===== src/rtl/transport_send_if.sv =====
// Session/network handshake bundle for the transport-layer transmit block.
// The session side and the network side share one interface instance; the
// slave modport is what transport_send sees, the master modport is its peer.
interface transport_send_if;
    logic        cmdValid;
    logic [15:0] cmdData;
    logic        cmdReady;
    logic        audioValid;
    logic [15:0] audioData;
    logic        audioReady;
    logic        audioDrop;
    logic        networkBusy;
    logic        sendSignal;
    logic [7:0]  packetOut;
    logic        txBusy;

    modport slave (
        input  cmdValid, cmdData, audioValid, audioData, networkBusy,
        output cmdReady, audioReady, audioDrop, sendSignal, packetOut, txBusy
    );

    modport master (
        output cmdValid, cmdData, audioValid, audioData, networkBusy,
        input  cmdReady, audioReady, audioDrop, sendSignal, packetOut, txBusy
    );
endinterface


===== src/rtl/transport_send.sv =====
// Transport-layer transmit side. Holds one session control word and a FIFO of
// audio samples, and serialises them into fixed-length byte packets:
//   control: 0x40, word hi, word lo, zero padding
//   audio  : 0x80, NSAMP words (hi then lo), zero padding
// One byte leaves per cycle while the network is not busy; a busy cycle
// freezes the whole packet engine. Control packets win over audio when the
// engine is idle, but a packet in flight is never interrupted.
module transport_send #(
    parameter int packetSize = 127,
    parameter int FIFO_DEPTH = 16
) (
    input  logic            clk,
    input  logic            reset,
    transport_send_if.slave bus
);

    localparam int PBYTES = (packetSize + 1) / 8;
    localparam int NSAMP  = (PBYTES - 1) / 2;
    localparam int CW     = $clog2(PBYTES + 1);
    localparam int WCW    = $clog2(NSAMP + 1);
    localparam int AW     = $clog2(FIFO_DEPTH);

    localparam logic [CW-1:0]  C_LAST      = CW'(PBYTES - 1);
    localparam logic [CW-1:0]  C_B_ONE     = CW'(1);
    localparam logic [WCW-1:0] C_W_LAST    = WCW'(NSAMP - 1);
    localparam logic [WCW-1:0] C_W_ONE     = WCW'(1);
    localparam logic [AW-1:0]  C_PTR_ONE   = AW'(1);
    localparam logic [AW:0]    C_CNT_ONE   = (AW + 1)'(1);
    localparam logic [AW:0]    C_DEPTH     = (AW + 1)'(FIFO_DEPTH);
    localparam logic [AW:0]    C_NSAMP_CNT = (AW + 1)'(NSAMP);

    typedef enum logic [2:0] {
        S_IDLE   = 3'd0,
        S_HDR    = 3'd1,
        S_CMD_HI = 3'd2,
        S_CMD_LO = 3'd3,
        S_AUD_HI = 3'd4,
        S_AUD_LO = 3'd5,
        S_PAD    = 3'd6
    } state_t;

    // command slot
    logic        r_cmd_ready;
    logic [15:0] r_cmd_word;

    // audio FIFO
    logic [15:0] r_mem [FIFO_DEPTH];
    logic [AW-1:0] r_wr;
    logic [AW-1:0] r_rd;
    logic [AW:0]   r_count;
    logic          r_audio_ready;
    logic          r_audio_drop;

    // packet engine
    state_t        r_state;
    logic          r_send;
    logic [7:0]    r_pkt;
    logic          r_txbusy;
    logic [CW-1:0] r_bcnt;
    logic [WCW-1:0] r_wcnt;
    logic          r_is_cmd;
    logic [15:0]   r_word;

    logic          w_push;
    logic          w_pop;
    logic          w_cmd_done;
    logic [15:0]   w_head;
    logic [AW:0]   w_count_nxt;
    state_t        w_tail_state;

    assign w_push     = bus.audioValid & r_audio_ready;
    assign w_pop      = (r_state == S_AUD_HI) & ~bus.networkBusy;
    assign w_cmd_done = (r_state == S_CMD_LO) & ~bus.networkBusy;
    assign w_head     = r_mem[r_rd];

    // After the last payload byte: pad if bytes remain, otherwise go idle.
    assign w_tail_state = (r_bcnt == C_LAST) ? S_IDLE : S_PAD;

    // Next FIFO occupancy; simultaneous push and pop leave it unchanged.
    always_comb begin
        w_count_nxt = r_count;
        case ({w_push, w_pop})
            2'b10:   w_count_nxt = r_count + C_CNT_ONE;
            2'b01:   w_count_nxt = r_count - C_CNT_ONE;
            default: w_count_nxt = r_count;
        endcase
    end

    // Single-word command slot: filled on handshake, freed once its low byte leaves.
    always_ff @(posedge clk or negedge reset) begin
        if (!reset) begin
            r_cmd_ready <= 1'b1;
            r_cmd_word  <= 16'h0000;
        end else if (w_cmd_done) begin
            r_cmd_ready <= 1'b1;
        end else if (bus.cmdValid && r_cmd_ready) begin
            r_cmd_ready <= 1'b0;
            r_cmd_word  <= bus.cmdData;
        end else begin
            r_cmd_ready <= r_cmd_ready;
        end
    end

    // Sample storage; only written on an accepted push, contents need no reset.
    always_ff @(posedge clk) begin
        if (w_push) begin
            r_mem[r_wr] <= bus.audioData;
        end
    end

    // FIFO pointers, occupancy, registered ready and overflow-drop pulse.
    always_ff @(posedge clk or negedge reset) begin
        if (!reset) begin
            r_wr          <= '0;
            r_rd          <= '0;
            r_count       <= '0;
            r_audio_ready <= 1'b1;
            r_audio_drop  <= 1'b0;
        end else begin
            if (w_push) begin
                r_wr <= r_wr + C_PTR_ONE;
            end
            if (w_pop) begin
                r_rd <= r_rd + C_PTR_ONE;
            end
            r_count       <= w_count_nxt;
            r_audio_ready <= (w_count_nxt != C_DEPTH);
            r_audio_drop  <= bus.audioValid & ~r_audio_ready;
        end
    end

    // Packet engine: picks the next packet in IDLE, then emits one byte per
    // non-busy cycle; a busy cycle freezes state, counters and the output byte.
    always_ff @(posedge clk or negedge reset) begin
        if (!reset) begin
            r_state  <= S_IDLE;
            r_send   <= 1'b0;
            r_pkt    <= 8'h00;
            r_txbusy <= 1'b0;
            r_bcnt   <= '0;
            r_wcnt   <= '0;
            r_is_cmd <= 1'b0;
            r_word   <= 16'h0000;
        end else if (r_state == S_IDLE) begin
            r_send   <= 1'b0;
            r_txbusy <= 1'b0;
            r_bcnt   <= '0;
            r_wcnt   <= '0;
            if (!r_cmd_ready) begin
                r_is_cmd <= 1'b1;
                r_state  <= S_HDR;
            end else if (r_count >= C_NSAMP_CNT) begin
                r_is_cmd <= 1'b0;
                r_state  <= S_HDR;
            end else begin
                r_state  <= S_IDLE;
            end
        end else if (bus.networkBusy) begin
            r_send <= 1'b0;
        end else begin
            r_send <= 1'b1;
            r_bcnt <= r_bcnt + C_B_ONE;
            case (r_state)
                S_HDR: begin
                    r_pkt    <= r_is_cmd ? 8'h40 : 8'h80;
                    r_txbusy <= 1'b1;
                    r_state  <= r_is_cmd ? S_CMD_HI : S_AUD_HI;
                end
                S_CMD_HI: begin
                    r_pkt   <= r_cmd_word[15:8];
                    r_state <= S_CMD_LO;
                end
                S_CMD_LO: begin
                    r_pkt   <= r_cmd_word[7:0];
                    r_state <= w_tail_state;
                end
                S_AUD_HI: begin
                    r_pkt   <= w_head[15:8];
                    r_word  <= w_head;
                    r_state <= S_AUD_LO;
                end
                S_AUD_LO: begin
                    r_pkt  <= r_word[7:0];
                    r_wcnt <= r_wcnt + C_W_ONE;
                    if (r_wcnt == C_W_LAST) begin
                        r_state <= w_tail_state;
                    end else begin
                        r_state <= S_AUD_HI;
                    end
                end
                S_PAD: begin
                    r_pkt <= 8'h00;
                    if (r_bcnt == C_LAST) begin
                        r_state <= S_IDLE;
                    end else begin
                        r_state <= S_PAD;
                    end
                end
                default: begin
                    r_send  <= 1'b0;
                    r_state <= S_IDLE;
                end
            endcase
        end
    end

    assign bus.cmdReady   = r_cmd_ready;
    assign bus.audioReady = r_audio_ready;
    assign bus.audioDrop  = r_audio_drop;
    assign bus.sendSignal = r_send;
    assign bus.packetOut  = r_pkt;
    assign bus.txBusy     = r_txbusy;

endmodule


===== src/flat_wrapper.sv =====
// flat-port wrapper written by rule: the top's interface ports become plain ports
module transport_send_flat 
#(
    parameter int packetSize = 127,
    parameter int FIFO_DEPTH = 16
)
  (clk, reset, bus_cmdValid, bus_cmdData, bus_audioValid, bus_audioData, bus_networkBusy, bus_cmdReady, bus_audioReady, bus_audioDrop, bus_sendSignal, bus_packetOut, bus_txBusy);
  transport_send_if bus_i ();
  input  logic clk;
  input  logic reset;
  input wire logic [$bits(bus_i.cmdValid)-1:0] bus_cmdValid;
  input wire logic [$bits(bus_i.cmdData)-1:0] bus_cmdData;
  input wire logic [$bits(bus_i.audioValid)-1:0] bus_audioValid;
  input wire logic [$bits(bus_i.audioData)-1:0] bus_audioData;
  input wire logic [$bits(bus_i.networkBusy)-1:0] bus_networkBusy;
  output wire logic [$bits(bus_i.cmdReady)-1:0] bus_cmdReady;
  output wire logic [$bits(bus_i.audioReady)-1:0] bus_audioReady;
  output wire logic [$bits(bus_i.audioDrop)-1:0] bus_audioDrop;
  output wire logic [$bits(bus_i.sendSignal)-1:0] bus_sendSignal;
  output wire logic [$bits(bus_i.packetOut)-1:0] bus_packetOut;
  output wire logic [$bits(bus_i.txBusy)-1:0] bus_txBusy;
  assign bus_i.cmdValid = bus_cmdValid;
  assign bus_i.cmdData = bus_cmdData;
  assign bus_i.audioValid = bus_audioValid;
  assign bus_i.audioData = bus_audioData;
  assign bus_i.networkBusy = bus_networkBusy;
  assign bus_cmdReady = bus_i.cmdReady;
  assign bus_audioReady = bus_i.audioReady;
  assign bus_audioDrop = bus_i.audioDrop;
  assign bus_sendSignal = bus_i.sendSignal;
  assign bus_packetOut = bus_i.packetOut;
  assign bus_txBusy = bus_i.txBusy;
  transport_send #(.packetSize(packetSize), .FIFO_DEPTH(FIFO_DEPTH)) u_core (.clk(clk), .reset(reset), .bus(bus_i));
endmodule

===== config.mk =====
export PLATFORM = sky130hd
export DESIGN_NAME = transport_send_flat
export DESIGN_NICKNAME = d
export VERILOG_FILES = /design/src/rtl/transport_send_if.sv /design/src/rtl/transport_send.sv /design/src/flat_wrapper.sv
export SDC_FILE = /design/constraint.sdc
export NUM_CORES = 1
export LEC_CHECK = 0
export ABC_AREA = 1
export BUFFER_PORTS_ARGS = -buffer_cell sky130_fd_sc_hd__buf_4
export CAP_MARGIN = 30
export CORE_AREA = 3 3 181 183
export DETAILED_ROUTE_END_ITERATION = 16
export DIE_AREA = 0 0 184 186
export SYNTH_ARGS = -nofsm -noshare
export SYNTH_HDL_FRONTEND = slang
export SYNTH_SLANG_ARGS = --single-unit

===== constraint.sdc =====
create_clock -name clk -period 2.7 [get_ports clk]
set_clock_uncertainty 0.1 [all_clocks]
set_input_delay 0.675 -clock clk [delete_from_list [all_inputs] [get_ports clk]]
set_output_delay 0.675 -clock clk [all_outputs]
set_load 0.005 [all_outputs]

### Word level (Yosys, flattened, before mapping)

Memory sizes are Yosys's and may differ from the RTL's.
Index checks and enable logic that the tools add are counted.
Widths: inputs -> output; s select.

| cells by class | value |
|---|---|
| add/subtract/negate cells | 6 |
| magnitude comparators | 1 |
| equal/unequal tests | 13 |
| mux-type cells | 28 |
| bitwise logic cells | 8 |
| reductions and logical operators | 14 |

Operators with widths:

| operator | number |
|---|---|
| $pmux 8 s6 | 1 |
| $mux 3 | 9 |
| $pmux 3 s5 | 1 |
| $mux 1 | 13 |
| $eq 3x3->1 const B | 4 |
| $add 5x1->5 const B | 2 |
| $mux 5 | 2 |
| $pmux 5 s2 | 1 |
| $add 4x1->4 const B | 2 |
| $mux 8 | 1 |
| $reduce_and 2->1 | 4 |
| $eq 3x2->1 const B | 2 |
| $reduce_and 3->1 | 2 |
| $reduce_bool 2->1 | 3 |
| $reduce_bool 6->1 | 1 |
| $reduce_or 6->1 | 1 |
| $eq 5x4->1 const B | 1 |
| $ge 5x3->1 const B | 1 |
| $ne 5x5->1 const B | 1 |
| $sub 5x1->5 const B | 1 |
| $and 1x1->1 | 4 |
| $not 1->1 | 4 |
| $add 3x1->3 const B | 1 |
| $eq 3x1->1 const B | 1 |
| other kinds (7) | 7 |

| word-level totals | value |
|---|---|
| flip-flop bits (word level) | 62 |
| RAM bits | 256 |
| input bits | 37 |
| output and inout bits | 13 |
| logic and storage cells | 86 |
| memories | 1 |

Memories:

| memory | depth | width | read ports | clocked after memory_dff | wr ports | line | RTL |
|---|---|---|---|---|---|---|---|
| u_core.r_mem | 16 | 16 | 1 | 0 | 1 | transport_send.sv:47 | `logic [15:0] r_mem [FIFO_DEPTH];` |

### Longest topological paths before layout

| depth | value |
|---|---|
| word-level depth | 6 |
| depth in mapped cells | 17 |
| depth with buffers taken out | 17 |

### Worst setup path before layout

No wires, ideal clock.

| timing path | value |
|---|---|
| path type | input to register |
| start point | input port bus_audioValid |
| end point | memory u_core.r_mem[11][0], enable pin |
| setup time | 0.409 ns |
| data arrival time | 2.019 ns |
| required time | 2.191 ns |
| slack | 0.172 ns |
| stages on the path | 2 |
| path buffers | 0 |
| cell sequence | nand2_2 -> nor3_1 |

| on the way | value |
|---|---|
| cells in the longest elaborated chain, start to end | 3 |

Ends and longest elaborated chain:

| item | line | RTL |
|---|---|---|
| start: declaration | flat_wrapper.sv:13 | `input wire logic [$bits(bus_i.audioValid)-1:0] bus_audioValid;` |
| $and 1x1->1 | transport_send.sv:71 | `assign w_push = bus.audioValid & r_audio_ready;` |
| $mux 1 | transport_send.sv:106 | `if (w_push) begin` |
| $mux 1 (implied by the code) | transport_send.sv:107 | `r_mem[r_wr] <= bus.audioData;` |
| end: declaration | transport_send.sv:47 |  |

No other way between the ends.

### Worst setup path after layout

| timing path | value |
|---|---|
| start point | register u_core.r_state[0] |
| end point | register u_core.r_audio_ready (netlist: u_core.bus.audioReady) |

| on the way | value |
|---|---|
| cells in the longest elaborated chain, start to end | 5 |
| elaborated cells between the ends (all ways) | 6 |
| those cells by class | eq/ne: 4; mux: 1; bitwise: 1 |

Ends and longest elaborated chain:

| item | line | RTL |
|---|---|---|
| start: declaration | transport_send.sv:55 | `state_t r_state;` |
| start signal: assignment | transport_send.sv:167 | `r_state <= r_is_cmd ? S_CMD_HI : S_AUD_HI;` |
| start signal: assignment | transport_send.sv:175 | `r_state <= w_tail_state;` |
| start signal: assignment | transport_send.sv:186 | `r_state <= w_tail_state;` |
| $eq 3x3->1 * | transport_send.sv:72 | `assign w_pop = (r_state == S_AUD_HI) & ~bus.networkBusy;` |
| $and 1x1->1 * | transport_send.sv:72 |  |
| $eq 2x1->1 or $eq 2x2->1 (tied branches) | transport_send.sv:82 | `case ({w_push, w_pop})` |
| $pmux 5 s2 * | transport_send.sv:82 |  |
| named net u_core.w_count_nxt[4] | transport_send.sv:68 | `logic [AW:0] w_count_nxt;` |
| $ne 5x5->1 * | transport_send.sv:127 | `r_audio_ready <= (w_count_nxt != C_DEPTH);` |
| end signal: assignment | transport_send.sv:127 |  |
| end: declaration | transport_send.sv:51 | `logic r_audio_ready;` |

The timed path passes the listed nets; every way through them passes the cells marked *.
A chain may end at the register's enable or synchronous reset.

==> results.json <==
{
  "status": "complete, no violations",
  "die_w_um": 184,
  "path_cells": "inv_1, ha_1, nand2_4, nor2_8, nand2_4, nand2_1, nand2_1, ha_1, nor2_1, inv_1, nand3_2, o21ai_1, nand2_1, nand2_1, nand2_1, nand2_2, nand3_2",
  "postCtsSetupBuffers": 0,
  "path_common_cell": "nand2_1",
  "yosys_warnings": 0,
  "ys_ff_latch": 318,
  "required_ns": 3.05,
  "layout_setup_ws_ns": 0.4804,
  "worst_setup_path_start_kind": "flop",
  "io_buffers": 49,
  "synth_nets": 1131,
  "cp_num_buf_inv": 2,
  "syn_inst": 1079,
  "hold_path.class": "in -> async",
  "antenna_found_initial": 1,
  "grt_pass1_vias": 8413,
  "insertion_delay_ns": 0.53,
  "period_share_pct": 82.21,
  "clkSlewWorstSetupHoldPaths_ns": 0.06,
  "synth-async-reset-ratio_pct": 19.50,
  "power-per-cell-area_nw_per_um2": 1049,
  "coreArea_um2": 31390,
  "cp_data_arrival_time_ns": 2.57,
  "synth_edf_count": 256,
  "synth_commonest_cells": "256 x edfxtp_1, 202 x nor2_1, 141 x o21ai_0",
  "drv_slew": 0,
  "layout_min_cycle_time_ns": 2.220,
  "maxCapViolCount": 0,
  "ys.flop_type": "edfxtp_1",
  "relSlewSlack_pct": 45.20,
  "grt_pass1_wl_um": 48720,
  "wirelength_um": 31460,
  "die_area_um2": 34220,
  "avgRoutedWirePerCell_um": 20.01,
  "synth_most_common_cell": "edfxtp_1",
  "area_growth_pct": 14.94,
  "avgSynthCellArea_um2": 12.16,
  "vdd_drop_max_v": 0.0005648,
  "hold_viol": 0,
  "clock_path_buffers": 3,
  "gr-total-overflow": 0,
  "final.setup.tns_ns": 0,
  "drtIter0Drc": 736,
  "rsz0062_at_grt": "no",
  "io_pins": 50,
  "cellLeakagePower_nw": 5.533,
  "cts_tree": "built",
  "nets": 1200,
  "drt-pass1-iter-count": 5,
  "num_rows": 65,
  "synth.area.top_cells": "edfxtp_1 59%, dfrtp_1 11%, nor2_1 5.8%, o21ai_0 5.4%, nand2_1 3.0%",
  "drc": 0,
  "track_usage_pct": 18.50,
  "setup_viol": 0,
  "die_h_um": 186,
  "via_count": 8441,
  "initial_utilization_pct": 41.81,
  "placed_cell_area_um2": 14110,
  "viasPerCell": 5.370,
  "design_area_um2": 15090,
  "dp_hpwl_um": 19350,
  "crit_family": "simple AND/OR/NAND/NOR gates",
  "synth_top_area_share_pct": 58.57,
  "cts_sinks": 318,
  "ant_nets": 0,
  "fillers": 2738,
  "slowest_stage": "dfrtp_1",
  "critPathMaxFanout": 5,
  "cts-buffers-inserted": 34,
  "final_layout_size_suffix_gt1_share_pct": 15.40,
  "max_freq_mhz": 450.5,
  "cpPeakStageDelay_ns": 0.41,
  "cts-hold-fix-buffers": 0,
  "syn_area_um2": 13130,
  "synth_top_area_cell": "edfxtp_1",
  "pre_cts_ws_ns": 0.3928,
  "grt_max_degree": 132,
  "ctsResizeCount": 0,
  "h-tree-depth": 2,
  "post-route-util_pct": 48.06,
  "end_kind": "flop",
  "synth.distinct_cells": 40,
  "whs_ns": 0.1601,
  "gp_congestion": 0.9073,
  "critPathKind": "reg -> reg",
  "clockRootBuffer": "clkbuf_16",
  "tightest_slew_ns": 0.8219,
  "yosysSeqAreaShare_pct": 70.41
}
[final cells by class]
type | instances | area, um2 | area share [%]
multi-input cells | 654 | 3467 | 22.98
well taps | 402 | 503.0 | 3.334
repair buffers | 89 | 705.7 | 4.678
diodes | 1 | 2.502 | 0.01659
inverters | 51 | 192.7 | 1.277
clock inverters | 15 | 87.58 | 0.5806
clock buffers | 42 | 880.8 | 5.839
flip-flops and latches | 318 | 9246 | 61.29
[worst register-to-register path, stage by stage, from the launching register on]
cell	delay (ns)
dfrtp_1	0.41
inv_1	0.09
ha_1	0.21
nand2_4	0.10
nor2_8	0.16
nand2_4	0.09
nand2_1	0.08
nand2_1	0.07
ha_1	0.18
nor2_1	0.18
inv_1	0.07
nand3_2	0.08
o21ai_1	0.06
nand2_1	0.05
nand2_1	0.04
nand2_1	0.06
nand2_2	0.06
nand3_2	0.06
[path summary, 6_finish.rpt]
path,startpoint,end,slack [ns],cells after the start
min,reset,u_core.bus.packetOut[4],0.16,1
min in group clk,bus_cmdValid,u_core.bus.cmdReady,0.23,2
max in group asynchronous,reset,u_core.r_rd[0],1.72,1
max reg2reg,u_core.r_state[0],u_core.bus.audioReady,0.48,17
min reg2reg,u_core.bus.txBusy,u_core.bus.txBusy,0.38,2
max,u_core.r_state[0],u_core.bus.audioReady,0.48,17
[cells by family after synthesis]
family / share of synthesized area (%)
flops: 70.41
mux: 1.096
compound gates: 10.92
buf+inv: 3.518
xor+xnor: 0.6006
fa+ha+maj: 1.430
simple gates: 12.02
[per-stage QoR]
stage | total power, mW | std cells
global route | 16.86 | 1572
global placement | 11.75 | 1514
floorplan | 9.950 | 1079
finish | 15.83 | 1572
detailed placement | 11.80 | 1514
CTS | 15.96 | 1571
[cell usage in the layout (no fill, tap or decap), types with 5 or more instances in the layout]
cell / n
clkbuf_16: 34
o21ai_0: 141
mux2_2: 11
edfxtp_1: 256
nor2_1: 188
clkinv_2: 5
o22ai_1: 9
o221ai_1: 24
nand2_2: 5
inv_1: 45
xor2_1: 8
o211ai_1: 33
a21oi_1: 13
buf_4: 86
nand2_1: 106
nor2_2: 14
clkbuf_1: 8
nand4_1: 5
o21ai_1: 5
nand3_1: 44
clkinv_1: 9
a31oi_1: 6
ha_1: 15
dfrtp_1: 58
[per-layer routing]
| metal | vias up | track usage, % | routed length [um] |
|---|---|---|---|
| met5 | - | 0 | 0 |
| met4 | 0 | 6.259 | 838 |
| met3 | 61 | 3.909 | 2254 |
| met2 | 289 | 29.55 | 14710 |
| met1 | 4068 | 25.41 | 13660 |
| li1 | 4023 | - | - |
[flip-flops by register name, summed over array words and instances, names as in the netlist, 3 cells and up]
signal / flops
u_core.bus.packetOut: 8
u_core.r_bcnt: 5
u_core.r_cmd_word: 16
u_core.r_count: 5
u_core.r_mem: 256
u_core.r_rd: 4
u_core.r_state: 3
u_core.r_wcnt: 3
u_core.r_word: 8
u_core.r_wr: 4
[power breakdown]
| group | internal (mW) | switching [mW] |
|---|---|---|
| Clock | 2.32 | 1.82 |
| Sequential | 6.09 | 0.382 |
| Combinational | 1.66 | 3.56 |
| Total | 10.1 | 5.76 |
(Power assumes the default switching activity.)
